## config.mk

```make
export PLATFORM = sky130hd
export DESIGN_NAME = fp_mul_norm_round_flat
export DESIGN_NICKNAME = d
export VERILOG_FILES = /design/src/rtl/fp_mul_norm_round_if.sv /design/src/rtl/fp_mul_norm_round.sv /design/src/flat_wrapper.sv
export SDC_FILE = /design/constraint.sdc
export NUM_CORES = 1
export LEC_CHECK = 0
export BUFFER_PORTS_ARGS = -buffer_cell sky130_fd_sc_hd__buf_2
export CORE_MARGIN = 2
export CORE_UTILIZATION = 44
export CTS_CLUSTER_DIAMETER = 40
export DETAILED_ROUTE_END_ITERATION = 6
export GPL_TIMING_DRIVEN = 0
export PLACE_DENSITY = 0.71
export SYNTH_ARGS = -nofsm -noshare
export SYNTH_HDL_FRONTEND = slang
export SYNTH_SLANG_ARGS = --single-unit
```

## constraint.sdc

```tcl
create_clock -name clk -period 4.5 [get_ports clk]
set_input_delay 0.675 -clock clk [delete_from_list [all_inputs] [get_ports clk]]
set_output_delay 0.675 -clock clk [all_outputs]
set_load 0.005 [all_outputs]
```

## src/rtl/fp_mul_norm_round_if.sv

```systemverilog
// Handshake and data bundle between the Wallace-tree stage, the post-multiply
// normalize/round stage and its consumer.
interface fp_mul_norm_round_if #(
   parameter int EXP_W = 10
);
   logic             in_valid;
   logic             in_ready;
   logic             in_sign;
   logic [EXP_W-1:0] in_exp;
   logic [47:0]      in_prod;
   logic             in_nan;
   logic             in_inf;
   logic             in_zero;
   logic             out_valid;
   logic             out_ready;
   logic [31:0]      out_result;
   logic             out_overflow;
   logic             out_underflow;
   logic             out_inexact;

   modport master (
      output in_valid, in_sign, in_exp, in_prod, in_nan, in_inf, in_zero, out_ready,
      input  in_ready, out_valid, out_result, out_overflow, out_underflow, out_inexact
   );

   modport slave (
      input  in_valid, in_sign, in_exp, in_prod, in_nan, in_inf, in_zero, out_ready,
      output in_ready, out_valid, out_result, out_overflow, out_underflow, out_inexact
   );
endinterface

```

## src/rtl/fp_mul_norm_round.sv

```systemverilog
// Post-multiply stage of the binary32 multiplier: S1 normalizes the 48-bit
// product, S2 rounds to nearest-even, range-checks and packs the result.
module fp_mul_norm_round #(
   parameter int EXP_W = 10,
   parameter int BIAS  = 127
) (
   input logic                clk,
   input logic                rst_n,
   fp_mul_norm_round_if.slave bus
);
   localparam int EW = EXP_W + 1;
   localparam logic signed [EW-1:0] E_MAX  = EW'(2 * BIAS + 1);
   localparam logic signed [EW-1:0] E_ZERO = '0;

   logic adv1;
   logic adv2;

   logic                 s1_valid_q;
   logic                 s1_sign_q;
   logic signed [EW-1:0] s1_exp_q;
   logic [22:0]          s1_mant_q;
   logic                 s1_g_q;
   logic                 s1_rs_q;
   logic                 s1_nan_q;
   logic                 s1_inf_q;
   logic                 s1_zero_q;

   logic        out_valid_q;
   logic [31:0] out_result_q;
   logic        out_ovf_q;
   logic        out_unf_q;
   logic        out_inx_q;

   assign adv2        = !out_valid_q | bus.out_ready;
   assign adv1        = !s1_valid_q | adv2;
   assign bus.in_ready = adv1;

   // S1: normalize so the hidden bit is dropped; round|sticky are merged
   // because S2 only needs their OR.
   logic signed [EW-1:0] s1_exp_d;
   logic [22:0]          s1_mant_d;
   logic                 s1_g_d;
   logic                 s1_rs_d;
   logic                 s1_zero_d;

   always_comb begin
      s1_exp_d  = {bus.in_exp[EXP_W-1], bus.in_exp};
      s1_mant_d = bus.in_prod[45:23];
      s1_g_d    = bus.in_prod[22];
      s1_rs_d   = bus.in_prod[21] | (|bus.in_prod[20:0]);
      s1_zero_d = bus.in_zero | (bus.in_prod == 48'd0);
      if (bus.in_prod[47]) begin
         s1_exp_d  = {bus.in_exp[EXP_W-1], bus.in_exp} + EW'(1);
         s1_mant_d = bus.in_prod[46:24];
         s1_g_d    = bus.in_prod[23];
         s1_rs_d   = bus.in_prod[22] | (|bus.in_prod[21:0]);
      end
   end

   always_ff @(posedge clk or negedge rst_n) begin
      if (!rst_n) begin
         s1_valid_q <= 1'b0;
         s1_sign_q  <= 1'b0;
         s1_exp_q   <= '0;
         s1_mant_q  <= '0;
         s1_g_q     <= 1'b0;
         s1_rs_q    <= 1'b0;
         s1_nan_q   <= 1'b0;
         s1_inf_q   <= 1'b0;
         s1_zero_q  <= 1'b0;
      end else begin
         if (adv1) s1_valid_q <= bus.in_valid;
         if (adv1 && bus.in_valid) begin
            s1_sign_q <= bus.in_sign;
            s1_exp_q  <= s1_exp_d;
            s1_mant_q <= s1_mant_d;
            s1_g_q    <= s1_g_d;
            s1_rs_q   <= s1_rs_d;
            s1_nan_q  <= bus.in_nan;
            s1_inf_q  <= bus.in_inf;
            s1_zero_q <= s1_zero_d;
         end
      end
   end

   // S2: a carry out of the 23-bit fraction leaves it all zero, so only the
   // exponent needs the extra increment.
   logic                 round_up;
   logic [23:0]          r_mant;
   logic signed [EW-1:0] r_exp;
   logic [31:0]          res_d;
   logic                 ovf_d;
   logic                 unf_d;
   logic                 inx_d;

   always_comb begin
      round_up = s1_g_q & (s1_rs_q | s1_mant_q[0]);
      r_mant   = {1'b0, s1_mant_q} + 24'(round_up);
      r_exp    = s1_exp_q + EW'(r_mant[23]);
      res_d    = {s1_sign_q, r_exp[7:0], r_mant[22:0]};
      ovf_d    = 1'b0;
      unf_d    = 1'b0;
      inx_d    = s1_g_q | s1_rs_q;
      if (s1_nan_q) begin
         res_d = 32'h7FC0_0000;
         inx_d = 1'b0;
      end else if (s1_inf_q) begin
         res_d = {s1_sign_q, 8'hFF, 23'd0};
         inx_d = 1'b0;
      end else if (s1_zero_q) begin
         res_d = {s1_sign_q, 31'd0};
         inx_d = 1'b0;
      end else if (r_exp >= E_MAX) begin
         res_d = {s1_sign_q, 8'hFF, 23'd0};
         ovf_d = 1'b1;
         inx_d = 1'b1;
      end else if (r_exp <= E_ZERO) begin
         res_d = {s1_sign_q, 31'd0};
         unf_d = 1'b1;
         inx_d = 1'b1;
      end
   end

   always_ff @(posedge clk or negedge rst_n) begin
      if (!rst_n) begin
         out_valid_q  <= 1'b0;
         out_result_q <= '0;
         out_ovf_q    <= 1'b0;
         out_unf_q    <= 1'b0;
         out_inx_q    <= 1'b0;
      end else begin
         if (adv2) out_valid_q <= s1_valid_q;
         if (adv2 && s1_valid_q) begin
            out_result_q <= res_d;
            out_ovf_q    <= ovf_d;
            out_unf_q    <= unf_d;
            out_inx_q    <= inx_d;
         end
      end
   end

   assign bus.out_valid     = out_valid_q;
   assign bus.out_result    = out_result_q;
   assign bus.out_overflow  = out_ovf_q;
   assign bus.out_underflow = out_unf_q;
   assign bus.out_inexact   = out_inx_q;
endmodule

```

## src/flat_wrapper.sv

```systemverilog
// flat-port wrapper written by rule: the top's interface ports become plain ports
module fp_mul_norm_round_flat 
#(
   parameter int EXP_W = 10,
   parameter int BIAS  = 127
)
  (clk, rst_n, bus_in_valid, bus_in_sign, bus_in_exp, bus_in_prod, bus_in_nan, bus_in_inf, bus_in_zero, bus_out_ready, bus_in_ready, bus_out_valid, bus_out_result, bus_out_overflow, bus_out_underflow, bus_out_inexact);
  fp_mul_norm_round_if #(.EXP_W(EXP_W)) bus_i ();
  input logic clk;
  input logic rst_n;
  input wire logic [$bits(bus_i.in_valid)-1:0] bus_in_valid;
  input wire logic [$bits(bus_i.in_sign)-1:0] bus_in_sign;
  input wire logic [$bits(bus_i.in_exp)-1:0] bus_in_exp;
  input wire logic [$bits(bus_i.in_prod)-1:0] bus_in_prod;
  input wire logic [$bits(bus_i.in_nan)-1:0] bus_in_nan;
  input wire logic [$bits(bus_i.in_inf)-1:0] bus_in_inf;
  input wire logic [$bits(bus_i.in_zero)-1:0] bus_in_zero;
  input wire logic [$bits(bus_i.out_ready)-1:0] bus_out_ready;
  output wire logic [$bits(bus_i.in_ready)-1:0] bus_in_ready;
  output wire logic [$bits(bus_i.out_valid)-1:0] bus_out_valid;
  output wire logic [$bits(bus_i.out_result)-1:0] bus_out_result;
  output wire logic [$bits(bus_i.out_overflow)-1:0] bus_out_overflow;
  output wire logic [$bits(bus_i.out_underflow)-1:0] bus_out_underflow;
  output wire logic [$bits(bus_i.out_inexact)-1:0] bus_out_inexact;
  assign bus_i.in_valid = bus_in_valid;
  assign bus_i.in_sign = bus_in_sign;
  assign bus_i.in_exp = bus_in_exp;
  assign bus_i.in_prod = bus_in_prod;
  assign bus_i.in_nan = bus_in_nan;
  assign bus_i.in_inf = bus_in_inf;
  assign bus_i.in_zero = bus_in_zero;
  assign bus_i.out_ready = bus_out_ready;
  assign bus_in_ready = bus_i.in_ready;
  assign bus_out_valid = bus_i.out_valid;
  assign bus_out_result = bus_i.out_result;
  assign bus_out_overflow = bus_i.out_overflow;
  assign bus_out_underflow = bus_i.out_underflow;
  assign bus_out_inexact = bus_i.out_inexact;
  fp_mul_norm_round #(.EXP_W(EXP_W), .BIAS(BIAS)) u_core (.clk(clk), .rst_n(rst_n), .bus(bus_i));
endmodule
```

* Yosys cells after proc, flatten, opt, wreduce, memory -nomap -nowiden *
Cells that the tools add are included.

cells by class
  $add $sub $neg = 3
  order comparisons = 2
  multiplexer cells = 23
  bitwise gates (word level) = 8
  reductions and logical operators = 7

operators by type and width
  operator               count
  $mux 31                4
  $logic_not 48->1       1
  $mux 32                1
  $add 23x1->24          1
  $mux 23                1
  $reduce_or 22->1       1
  $reduce_or 21->1       1
  $mux 1                 16
  $add 10x2->11 const B  1
  $add 11x1->11          1
  $ge 11x9->1 const B    1
  $le 11x1->1 const B    1
  $mux 11                1
  $or 1x1->1             7
  $logic_and 1x1->1      2
  $logic_not 1->1        2
  $and 1x1->1            1

storage, ports and cells
  flip-flop bits (word level) = 77
  output and inout port bits = 37

* Depth between registers and ports, before layout *
Gate-level depths: netlist (run 1).

  depth after elaboration = 10
  depth in mapped cells = 15

* Least setup slack after synthesis (run 1) *
Ideal clock, no wire load.

  path kind = reg2reg
  from = reg u_core.s1_rs_q
  to = reg u_core.out_result_q[10] (netlist: u_core.bus.out_result[10])
  library setup time = 0.095 ns
  arrival = 3.158 ns
  required time = 4.405 ns
  path slack = 1.246 ns
  cell stages (with the launch flop) = 16
  period minus slack after synthesis = 3.254 ns
  cell sequence = dfrtp_1 > o21a_1 > ha_1 > nand3_1 > or3_1 > clkbuf_1 > nor4_1 > ha_1 > ha_1 > and3_1 > nand4_1 > xnor2_1 > or2_1 > buf_2 > buf_2 > o31ai_1

on the way
  cells in the longest elaborated chain, start to end = 10
  elaborated cells on any way between the ends = 11
  those cells by class = add/sub: 2; order compare: 2; mux: 5; bitwise: 2

RTL lines
  what                    RTL line                  source
  from (decl)             fp_mul_norm_round.sv:23   logic s1_rs_q;
  from (signal assigned)  fp_mul_norm_round.sv:78   s1_rs_q <= s1_rs_d;
  $or 1x1->1 *            fp_mul_norm_round.sv:97   round_up = s1_g_q & (s1_rs_q | s1_mant_q[0]);
  $and 1x1->1 *           fp_mul_norm_round.sv:97
  $add 23x1->24 *         fp_mul_norm_round.sv:98   r_mant = {1'b0, s1_mant_q} + 24'(round_up);
  $add 11x1->11           fp_mul_norm_round.sv:99   r_exp = s1_exp_q + EW'(r_mant[23]);
  $le 11x1->1             fp_mul_norm_round.sv:117  end else if (r_exp <= E_ZERO) begin
  $mux 31                 fp_mul_norm_round.sv:117
  $mux 31 *               fp_mul_norm_round.sv:113  end else if (r_exp >= E_MAX) begin
  $mux 31 *               fp_mul_norm_round.sv:110  end else if (s1_zero_q) begin
  $mux 31 *               fp_mul_norm_round.sv:107  end else if (s1_inf_q) begin
  $mux 32 *               fp_mul_norm_round.sv:104  if (s1_nan_q) begin
  to (signal assigned)    fp_mul_norm_round.sv:134  out_result_q <= res_d;
  to (decl)               fp_mul_norm_round.sv:29   logic [31:0] out_result_q;

Every way passes the cells marked *; elsewhere a longest branch is shown, timed or not.
A chain may end at the register's enable or synchronous reset.

* Worst setup path after layout (run 1) *
  from = reg u_core.s1_g_q
  to = reg u_core.out_result_q[20] (netlist: u_core.bus.out_result[20])

on the way
  cells in the longest elaborated chain, start to end = 9
  elaborated cells on any way between the ends = 10
  those cells by class = add/sub: 2; order compare: 2; mux: 5; bitwise: 1

RTL lines
  what                    RTL line                  source
  from (decl)             fp_mul_norm_round.sv:22   logic s1_g_q;
  from (signal assigned)  fp_mul_norm_round.sv:77   s1_g_q <= s1_g_d;
  $and 1x1->1 *           fp_mul_norm_round.sv:97
  $add 23x1->24 *         fp_mul_norm_round.sv:98
  $add 11x1->11           fp_mul_norm_round.sv:99
  $le 11x1->1             fp_mul_norm_round.sv:117
  $mux 31                 fp_mul_norm_round.sv:117
  $mux 31 *               fp_mul_norm_round.sv:113
  $mux 31 *               fp_mul_norm_round.sv:110
  $mux 31 *               fp_mul_norm_round.sv:107
  $mux 32 *               fp_mul_norm_round.sv:104

Marked as above.

==> results of run 1 <==
-- sequential cells by signal (all words and copies together), names as in the netlist --
name / cells
u_core.bus.out_valid: 1
u_core.bus.out_underflow: 1
u_core.s1_zero_q: 1
u_core.s1_inf_q: 1
u_core.s1_valid_q: 1
u_core.s1_rs_q: 1
u_core.s1_exp_q: 11
u_core.s1_mant_q: 23
u_core.s1_nan_q: 1
u_core.bus.out_result: 32
u_core.s1_g_q: 1
u_core.s1_sign_q: 1
u_core.bus.out_inexact: 1
u_core.bus.out_overflow: 1
-- per-layer routing --
metal  track usage, %  routed length, um  part of all wire (%)
met5                0                  0                     0
met4             7.49                201                   1.9
met3             3.01                527                   5.0
met2             33.1               4710                    44
met1             31.1               5150                    49
-- worst max path at each step --
stage / startpoint / endpoint / slack, ps / cells past startpoint
floorplan: u_core.s1_rs_q / u_core.bus.out_result[10] / 1250 / 15
global placement: u_core.s1_g_q / u_core.bus.out_result[12] / 660 / 15
detailed placement: u_core.s1_g_q / u_core.bus.out_result[20] / 600 / 15
CTS: u_core.s1_g_q / u_core.bus.out_result[20] / 580 / 15
global route: u_core.s1_rs_q / u_core.bus.out_result[7] / 260 / 15
finish: u_core.s1_g_q / u_core.bus.out_result[20] / 550 / 15
-- logic make-up (layout without fill, tap and decap cells) --
group / Yosys count / in the layout / synth area share (%)
AO/OA/AOI/OAI: 89 / 89 / 13.9
XOR/XNOR: 39 / 39 / 8.08
adder cells (fa/ha/maj): 5 / 5 / 1.48
buffers and inverters: 31 / 150 / 3.31
flip-flops: 77 / 77 / 45.6
multiplexers: 30 / 30 / 7.19
AND/OR/NAND/NOR: 182 / 182 / 20.5
-- layout make-up --
| cell class | count | area, sq um | area share, % |
|---|---|---|---|
| Clock inverter | 6 | 111 | 2.15 |
| Sequential cell | 77 | 1930 | 37.3 |
| Tap cell | 129 | 161 | 3.12 |
| Multi-Input combinational cell | 345 | 2160 | 41.8 |
| Clock buffer | 10 | 128 | 2.47 |
| Buffer | 27 | 125 | 2.42 |
| Timing Repair Buffer | 103 | 541 | 10.5 |
| Inverter | 4 | 15.0 | 0.290 |
-- placed cells by master (no fill, tap or decap), types with 4 or more instances in the layout --
cell type and n:
o21ai_0 38, nor2_1 28, nor3_1 5, dfrtp_1 77, nand2_1 82, xor2_1 15
a211oi_1 5, buf_1 7, clkbuf_8 9, nand4_1 10, clkbuf_1 9, o31ai_1 23
a311oi_1 4, and3_1 6, nor4_1 14, nand3_1 17, ha_1 5, mux2i_1 27
xnor2_1 24, buf_2 111, inv_1 4
-- metrics by stage --
step	utilization, %	area, sq um	hold WS [ps]
final	55.7	5170	262
after global routing	55.7	5170	289
after CTS	55.7	5170	272
after detailed placement	53.1	4930	459
after global placement	52.8	4900	454
after floorplan	-	4230	379
-- power groups by stage --
stage,sequential (uW),combinational [uW],clock [uW]
floorplan,848,225,0
global placement,863,354,0
detailed placement,868,368,0
CTS,856,371,626
global route,869,418,654
finish,857,369,621
==> metrics.log, run 1 <==
[metrics] number of remaining DRC errors: 0
[metrics] number of cells produced by synthesis: 453
[metrics] number of standard-cell rows in the floorplan: 35
[metrics] period utilization: 87.7%
[metrics] leading post-synthesis cells by cell area: dfrtp_1, nand2_1, mux2i_1, xnor2_1, o21ai_0
[metrics] instance count after placement with tap cells included: 685
[metrics] initial antenna violation count: 0
[metrics] sum of net half-perimeters after detailed placement: 8350 um
[metrics] setup-violating endpoint count in the final report: 0
[metrics] worst-case setup slack after placement: 599 ps
[metrics] fill cell count: 903
[metrics] most common cell in the netlist: nand2_1
[metrics] Required @ worst endpoint: 4720 ps
[metrics] startpoint of the most critical register-to-register path: u_core.s1_g_q
[metrics] proportion of synthesized flip-flops having asynchronous set or reset: 100%
[metrics] final layout net count: 638
[metrics] cell at the root of the clock tree: clkbuf_8
[metrics] setup TNS: 0 ps
[metrics] first-pass GRT wire length: 17500 um
[metrics] Antenna Cells: 0
[metrics] htree depth: 3
[metrics] clock network fraction of design power: 33.6%
[metrics] count of non-filler cells in the finished layout: 701
[metrics] kind of capture point of the worst setup path: register
[metrics] Die X: 102 um
[metrics] number of synthesized register bits: 77
[metrics] sequential element share of the synthesized area: 45.6%
[metrics] Relative slew margins: 53.7%
[metrics] maximum cell stage delay along the critical path: 460 ps
[metrics] critical path class: reg -> reg
[metrics] total number of yosys warnings: 0
[metrics] WP buf/inv: 3
[metrics] post-synth top area cell: dfrtp_1
[metrics] worst voltage drop across the vdd grid: 157 uV
[metrics] cell chain of the critical path: o21a_1 > ha_1 > nand3_1 > or3_1 > clkbuf_1 > nor4_1 > ha_1 > ha_1 > and3_1 > nand4_1 > xnor2_1 > or2_1 > buf_2 > buf_2 > o31ai_1
[metrics] CTS Buf Count: 9
[metrics] final setup skew: 7.74 ps
[metrics] TritonCTS clock tree: yes
[metrics] total standard cell area after synthesis: 4230 sq um
[metrics] switching power as a share of total power: 29.5%
[metrics] Overall Power: 1850 uW
[metrics] starting utilization of the core area: 45.5%
[metrics] area delta synth->final: 22.3%
[metrics] count of cells resized by post-cts repair: 0
[metrics] Chip Height: 102 um
[metrics] mean number of vias per cell: 5.36
[metrics] maximum number of pins on one net before global-route repair: 48
[metrics] area of the die: 10400 sq um
[metrics] Top delay family on crit path: simple AND/OR/NAND/NOR gates
[metrics] global placement routability congestion: 0.867
[metrics] vias in the first global route: 3661
[metrics] R2R depth: 15
[metrics] final worst slack: 553 ps
[metrics] relative contribution of sequential cells to total power: 46.4%
[metrics] mean cell area of the mapped netlist: 9.33 sq um
[metrics] final count of pins violating max slew: 0
[metrics] Hold Violations, Final: 0
[metrics] critical path data arrival time: 4170 ps
[metrics] LEAKAGE: 0.00229 uW
[metrics] Critical Path Slowest Stage Cell: xnor2_1
[metrics] critical path's most frequent cell: ha_1
[metrics] Worst Setup Start Kind: register
[metrics] end of the worst register-to-register path: u_core.bus.out_result[20]
[metrics] worst-margin pin slew: 695 ps
[metrics] post-DR wirelength/cell: 15.1 um
[metrics] Final ANT Viol Nets: 0
[metrics] via count: 3760
[metrics] number of sinks driven by the clock tree: 77
[metrics] clock insertion delay at the later pin of the skew report: 340 ps
[metrics] number of hold-repair buffers added at the cts stage: 0
[metrics] Unique masters post-synth: 49
[metrics] top flip-flop cell by instance count after synthesis: dfrtp_1
[metrics] Global Route Usage Sum: 21.5%
[metrics] combinational group share of total power: 20.0%
[metrics] minimum period implied by the final worst setup slack: 3950 ps
[metrics] DRC violation total after the first TritonRoute iteration: 169
[metrics] I/O pin cnt: 103
[metrics] run status: finished, final reports clean
[metrics] max frequency: 253 MHz
[metrics] portion of synthesized cell area occupied by the leading cell type: 45.6%
[metrics] layout cells sized above 1: 25.0%
[metrics] net count after synthesis: 524
[metrics] Synth top cells by count: nand2_1, dfrtp_1, o21ai_0
[metrics] first-pass detailed-route iteration total: 4
[metrics] sum of routed wire length over all layers: 10600 um
[metrics] net switching power of the design: 545 uW
[metrics] number of buffers inserted by post-CTS setup repair: 0
[metrics] area of the core: 9280 sq um
[metrics] maximum number of buffers from clock root to sink: 2
[metrics] crit-path max FO: 10
[metrics] max cap viols: 0
[metrics] Overflow after GRT: 0
[metrics] number of flops mapped to enable cells by yosys: 0
[metrics] worst min path class: in -> async
[metrics] clock-pin slew on the worst setup and hold paths: 80 ps
[metrics] number of buffers added on ports: 102
[metrics] internal power of the cells: 1300 uW
[metrics] RSZ-0062 raised after global routing: false
[metrics] Pwr Density: 357 nW/um^2
[metrics] register-to-register setup slack: 550 ps
No activity file was read; power rests on OpenSTA's default activity.
==> run 2, diff against run 1 <==
--- a/config.mk
+++ b/config.mk
@@ -8,6 +8,7 @@
 export BUFFER_PORTS_ARGS = -buffer_cell sky130_fd_sc_hd__buf_2
 export CORE_MARGIN = 2
 export CORE_UTILIZATION = 44
+export CTS_BUF_LIST = sky130_fd_sc_hd__clkbuf_2
 export CTS_CLUSTER_DIAMETER = 40
 export DETAILED_ROUTE_END_ITERATION = 6
 export GPL_TIMING_DRIVEN = 0
==> run 2 against run 1 <==
  * Cell count unchanged
  * Non-clock buffer count unchanged
  * Critical path depth unchanged
  * Critical path type unchanged
  * Critical endpoint is now u_core.bus.out_result[17]
==> metrics.log, run 2 (synthesis results as in run 1) <==
[metrics] count of cells resized by post-cts repair: 0
[metrics] Chip Height: 102 um
[metrics] critical path capture point: u_core.bus.out_result[17]
[metrics] met3 routing resource usage after global routing: 3.01%
[metrics] max FFs per register: 32
[metrics] Required @ worst endpoint: 4910 ps
[metrics] minimum period implied by the final worst setup slack: 3910 ps
[metrics] Worst Setup Start Kind: register
[metrics] mean number of vias per cell: 5.34
[metrics] Final ANT Viol Nets: 0
[metrics] global placement routability congestion: 0.867
[metrics] kind of capture point of the worst setup path: register
[metrics] clock-pin slew on the worst setup and hold paths: 220 ps
[metrics] final setup skew: 26.6 ps
[metrics] number of remaining DRC errors: 0
[metrics] Relative slew margins: 53.9%
[metrics] critical path data arrival time: 4320 ps
[metrics] first-pass detailed-route iteration total: 4
[metrics] final layout net count: 638
[metrics] htree depth: 3
[metrics] fill cell count: 913
[metrics] instance area after placement: 4930 sq um
[metrics] RSZ-0062 raised after global routing: false
[metrics] I/O pin cnt: 103
[metrics] number of hold-repair buffers added at the cts stage: 0
[metrics] number of buffers inserted by post-CTS setup repair: 0
[metrics] max frequency: 255 MHz
[metrics] worst min path class: in -> async
[metrics] register-to-register setup slack: 590 ps
[metrics] sum of routed wire length over all layers: 10400 um
[metrics] Hold Violations, Final: 0
[metrics] maximum number of pins on one net before global-route repair: 48
[metrics] initial antenna violation count: 0
[metrics] area of the die: 10400 sq um
[metrics] end of the worst register-to-register path: u_core.bus.out_result[17]
[metrics] CTS Buf Count: 9
[metrics] run status: finished, final reports clean
[metrics] Overflow after GRT: 0
[metrics] Pwr Density: 335 nW/um^2
[metrics] final core utilization: 54.8%
[metrics] worst voltage drop across the vdd grid: 148 uV
[metrics] number of standard-cell rows in the floorplan: 35
[metrics] area delta synth->final: 20.4%
[metrics] final count of pins violating max slew: 0
[metrics] period utilization: 87.0%
[metrics] first-pass GRT wire length: 17300 um
[metrics] startpoint of the most critical setup path: u_core.s1_rs_q
[metrics] Global Route Usage Sum: 21.1%
[metrics] setup TNS: 0 ps
[metrics] worst-margin pin slew: 691 ps
[metrics] crit-path max FO: 10
[metrics] maximum number of buffers from clock root to sink: 2
[metrics] sum of net half-perimeters after detailed placement: 8350 um
[metrics] top library cells by usage in the layout, fill and taps aside: buf_2, nand2_1, dfrtp_1, o21ai_0, nor2_1
[metrics] most congested layer reported by global routing: met2
[metrics] clock insertion delay at the later pin of the skew report: 520 ps
[metrics] DRC violation total after the first TritonRoute iteration: 190
[metrics] LEAKAGE: 0.00227 uW
[metrics] cell at the root of the clock tree: clkbuf_2
[metrics] Overall Power: 1710 uW
[metrics] number of buffers added on ports: 102
[metrics] hold_ws: 62.5 ps
[metrics] global-route track usage on met1: 31.0%
[metrics] layout cells sized above 1: 25.2%
[metrics] post-DR wirelength/cell: 14.8 um
[metrics] TritonCTS clock tree: yes
[metrics] Antenna Cells: 0
[metrics] post-route cell area: 5090 sq um
[metrics] startpoint of the most critical register-to-register path: u_core.s1_rs_q
[metrics] max cap viols: 0
[metrics] starting utilization of the core area: 45.5%
[metrics] commonest non-fill, non-tap cell in the layout: buf_2
[metrics] via count: 3744
[metrics] Die X: 102 um
[metrics] number of sinks driven by the clock tree: 77
[metrics] met2 track demand over resource in global routing: 32.2%
[metrics] vias in the first global route: 3593
[metrics] setup-violating endpoint count in the final report: 0
[metrics] R2R depth: 15
[metrics] area of the core: 9280 sq um
[metrics] critical path class: reg -> reg
run 2: metal layers:
metal  share of wire [%]  wire length, um  up-vias
li1                    -                -     1849
met1                  48             4950     1745
met2                  44             4600      128
met3                 5.7              591       22
met4                 2.1              219        0
met5                   0                0        -
run 2: through the flow:
step,worst slack (ps),std cells
2_1_floorplan,1250,453
3_3_place_gp,659,684
3_5_place_dp,599,685
4_1_cts,573,701
5_1_grt,250,701
6_report,586,701
run 2: how the worst min path moves through the flow:
stage	endpoint
6_report	u_core.bus.out_result[13]
5_1_grt	u_core.bus.out_result[13]
4_1_cts	u_core.bus.out_result[28]
3_5_place_dp	u_core.bus.out_result[31]
3_3_place_gp	u_core.bus.out_result[31]
2_1_floorplan	u_core.bus.out_inexact
run 2: layout make-up:
| class | instances | area, sq um | share of cell area [%] |
|---|---|---|---|
| buffer | 27 | 125 | 2.46 |
| timing repair buffer | 103 | 541 | 10.6 |
| clock buffer | 10 | 50.0 | 0.983 |
| multi-input combinational | 345 | 2160 | 42.4 |
| inverter | 4 | 15.0 | 0.295 |
| tap | 129 | 161 | 3.17 |
| clock inverter | 6 | 111 | 2.19 |
| sequential | 77 | 1930 | 37.8 |
run 2: report_power, final:
part	total (uW)	switching [uW]	leakage (uW)	internal, uW
sequential	855	83.0	0.000960	772
clock	484	242	0.0000921	242
combinational	367	206	0.00121	161
total	1710	531	0.00227	1180
run 2: critical path, cell delays in order, from the launching register on:
cell and delay, ps:
dfrtp_1 420, o21a_1 130, ha_1 210, nand3_1 80, or3_1 300, clkbuf_1 210, nor4_1 370, ha_1 310
ha_1 310, and3_1 240, nand4_1 140, xnor2_1 440, or2_1 170, buf_2 150, buf_2 230, o31ai_1 100
==> run 3, diff against run 2 <==
--- a/config.mk
+++ b/config.mk
@@ -12,6 +12,7 @@
 export CTS_CLUSTER_DIAMETER = 40
 export DETAILED_ROUTE_END_ITERATION = 6
 export GPL_TIMING_DRIVEN = 0
+export MAX_ROUTING_LAYER = met4
 export PLACE_DENSITY = 0.71
 export SYNTH_ARGS = -nofsm -noshare
 export SYNTH_HDL_FRONTEND = slang
==> run 3 against run 2 <==
  * Via count up 0.13%
  * Routed wire length rose by 0.54%
  * Critical path depth unchanged
  * Sequential cell count stayed put
  * Power about the same
  * Sequential power is essentially flat
  * Clock-buffer cell count did not move
  * Sequential share of layout area unchanged
  * Combinational power barely moved
  * Die area unchanged
  * Critical path type unchanged
  * Highest routed layer unchanged
==> metrics.log, run 3 (synthesis results as in run 1) <==
[metrics] minimum period implied by the final worst setup slack: 3940 ps
[metrics] sum of routed wire length over all layers: 10400 um
[metrics] count of non-filler cells in the finished layout: 701
[metrics] Overflow after GRT: 0
[metrics] area of the die: 10400 sq um
[metrics] worst-margin pin slew: 693 ps
[metrics] period utilization: 87.7%
[metrics] number of hold-repair buffers added at the cts stage: 0
[metrics] setup-violating endpoint count in the final report: 0
[metrics] Final ANT Viol Nets: 0
[metrics] RSZ-0062 raised after global routing: false
[metrics] clock-pin slew on the worst setup and hold paths: 220 ps
[metrics] post-DR wirelength/cell: 14.9 um
[metrics] maximum number of pins on one net before global-route repair: 48
[metrics] via count: 3749
[metrics] Pwr Density: 335 nW/um^2
[metrics] Worst Setup Start Kind: register
[metrics] number of remaining DRC errors: 0
[metrics] number of buffers inserted by post-CTS setup repair: 0
[metrics] final layout net count: 638
[metrics] sum of net half-perimeters after detailed placement: 8350 um
[metrics] LEAKAGE: 0.00227 uW
[metrics] max cap viols: 0
[metrics] htree depth: 3
[metrics] combined area of the multi-input logic cells: 2160 sq um
[metrics] vias in the first global route: 3596
[metrics] mean number of vias per cell: 5.35
[metrics] critical path data arrival time: 4350 ps
[metrics] worst min path class: in -> async
[metrics] CTS Buf Count: 9
[metrics] crit-path max FO: 10
[metrics] starting utilization of the core area: 45.5%
[metrics] instance count after placement with tap cells included: 685
[metrics] commonest non-fill, non-tap cell in the layout: buf_2
[metrics] number of standard-cell rows in the floorplan: 35
[metrics] global-route track usage on met1: 31.2%
[metrics] end of the worst register-to-register path: u_core.bus.out_result[17]
[metrics] number of sinks driven by the clock tree: 77
[metrics] register-to-register setup slack: 560 ps
[metrics] cell chain of the critical path: o21a_1 > ha_1 > nand3_1 > or3_1 > clkbuf_1 > nor4_1 > ha_1 > ha_1 > and3_1 > nand4_1 > xnor2_1 > or2_1 > buf_2 > buf_2 > o31ai_1
[metrics] met3 routing resource usage after global routing: 2.94%
[metrics] first-pass GRT wire length: 17300 um
[metrics] most congested layer reported by global routing: met2
[metrics] run status: finished, final reports clean
[metrics] top library cells by usage in the layout, fill and taps aside: buf_2, nand2_1, dfrtp_1, o21ai_0, nor2_1
[metrics] WP buf/inv: 3
[metrics] TritonCTS clock tree: yes
[metrics] R2R depth: 15
[metrics] DRC violation total after the first TritonRoute iteration: 177
[metrics] layout cells sized above 1: 25.2%
[metrics] first-pass detailed-route iteration total: 4
[metrics] Relative slew margins: 53.8%
[metrics] global placement routability congestion: 0.881
[metrics] Top delay family on crit path: simple AND/OR/NAND/NOR gates
[metrics] critical path's most frequent cell: ha_1
[metrics] met2 track demand over resource in global routing: 32.1%
[metrics] startpoint of the most critical register-to-register path: u_core.s1_g_q
[metrics] Antenna Cells: 0
[metrics] I/O pin cnt: 103
[metrics] Critical Path Slowest Stage Cell: xnor2_1
[metrics] fill cell count: 913
[metrics] max FFs per register: 32
[metrics] clock insertion delay at the later pin of the skew report: 510 ps
[metrics] Hold Violations, Final: 0
[metrics] Global Route Usage Sum: 21.8%
[metrics] critical path class: reg -> reg
[metrics] Required @ worst endpoint: 4900 ps
[metrics] area of the core: 9280 sq um
[metrics] maximum cell stage delay along the critical path: 450 ps
[metrics] count of cells resized by post-cts repair: 0
[metrics] final setup skew: 25.6 ps
[metrics] Die X: 102 um
[metrics] combined flip-flop and latch cell area: 1930 sq um
[metrics] initial antenna violation count: 0
[metrics] Chip Height: 102 um
[metrics] setup TNS: 0 ps
[metrics] maximum number of buffers from clock root to sink: 2
[metrics] final count of pins violating max slew: 0
[metrics] worst voltage drop across the vdd grid: 147 uV
[metrics] max frequency: 254 MHz
[metrics] cell at the root of the clock tree: clkbuf_2
[metrics] number of buffers added on ports: 102
[metrics] area delta synth->final: 20.4%
[metrics] kind of capture point of the worst setup path: register
run 3: power by group:
part,total (uW),switching [uW],internal [uW]
clock network,484,242,242
registers,856,83.8,772
logic,367,206,161
total,1710,532,1180
run 3: how the worst max path moves through the flow:
stage | cells past startpoint | endpoint | slack (ps) | start
6_report | 15 | u_core.bus.out_result[17] | 560 | u_core.s1_g_q
5_1_grt | 15 | u_core.bus.out_result[16] | 250 | u_core.s1_rs_q
4_1_cts | 15 | u_core.bus.out_result[15] | 570 | u_core.s1_rs_q
3_5_place_dp | 15 | u_core.bus.out_result[20] | 600 | u_core.s1_g_q
3_3_place_gp | 15 | u_core.bus.out_result[12] | 660 | u_core.s1_g_q
2_1_floorplan | 15 | u_core.bus.out_result[10] | 1250 | u_core.s1_rs_q
run 3: metal layers:
metal | vias up | part of all wire [%] | routed length [um]
met5 | - | 0 | 0
met4 | 0 | 1.8 | 183
met3 | 21 | 5.5 | 571
met2 | 128 | 45 | 4670
met1 | 1752 | 48 | 4990
li1 | 1848 | - | -
run 3: layout make-up:
| class | count | share of cell area (%) |
|---|---|---|
| Multi-Input combinational cell | 345 | 42.4 |
| Clock inverter | 6 | 2.19 |
| Clock buffer | 10 | 0.983 |
| Tap cell | 129 | 3.17 |
| Buffer | 27 | 2.46 |
| Timing Repair Buffer | 103 | 10.6 |
| Inverter | 4 | 0.295 |
| Sequential cell | 77 | 37.8 |
run 3: worst reg2reg max path, cell delays in order (launching register included):
cell	delay (ps)
dfrtp_1	430
o21a_1	140
ha_1	220
nand3_1	80
or3_1	300
clkbuf_1	220
nor4_1	380
ha_1	310
ha_1	310
and3_1	240
nand4_1	140
xnor2_1	450
or2_1	170
buf_2	150
buf_2	230
o31ai_1	100
run 3: stage by stage:
| step | hold WS, ps | instance area (sq um) | power (uW) | utilization [%] | setup WS [ps] |
|---|---|---|---|---|---|
| finish | 64.9 | 5090 | 1710 | 54.8 | 556 |
| global route | 43.0 | 5090 | 1810 | 54.8 | 250 |
| CTS | 65.8 | 5090 | 1710 | 54.8 | 573 |
| detailed placement | 459 | 4930 | 1240 | 53.1 | 599 |
| global placement | 454 | 4900 | 1220 | 52.8 | 659 |
| floorplan | 379 | 4230 | 1070 | - | 1250 |
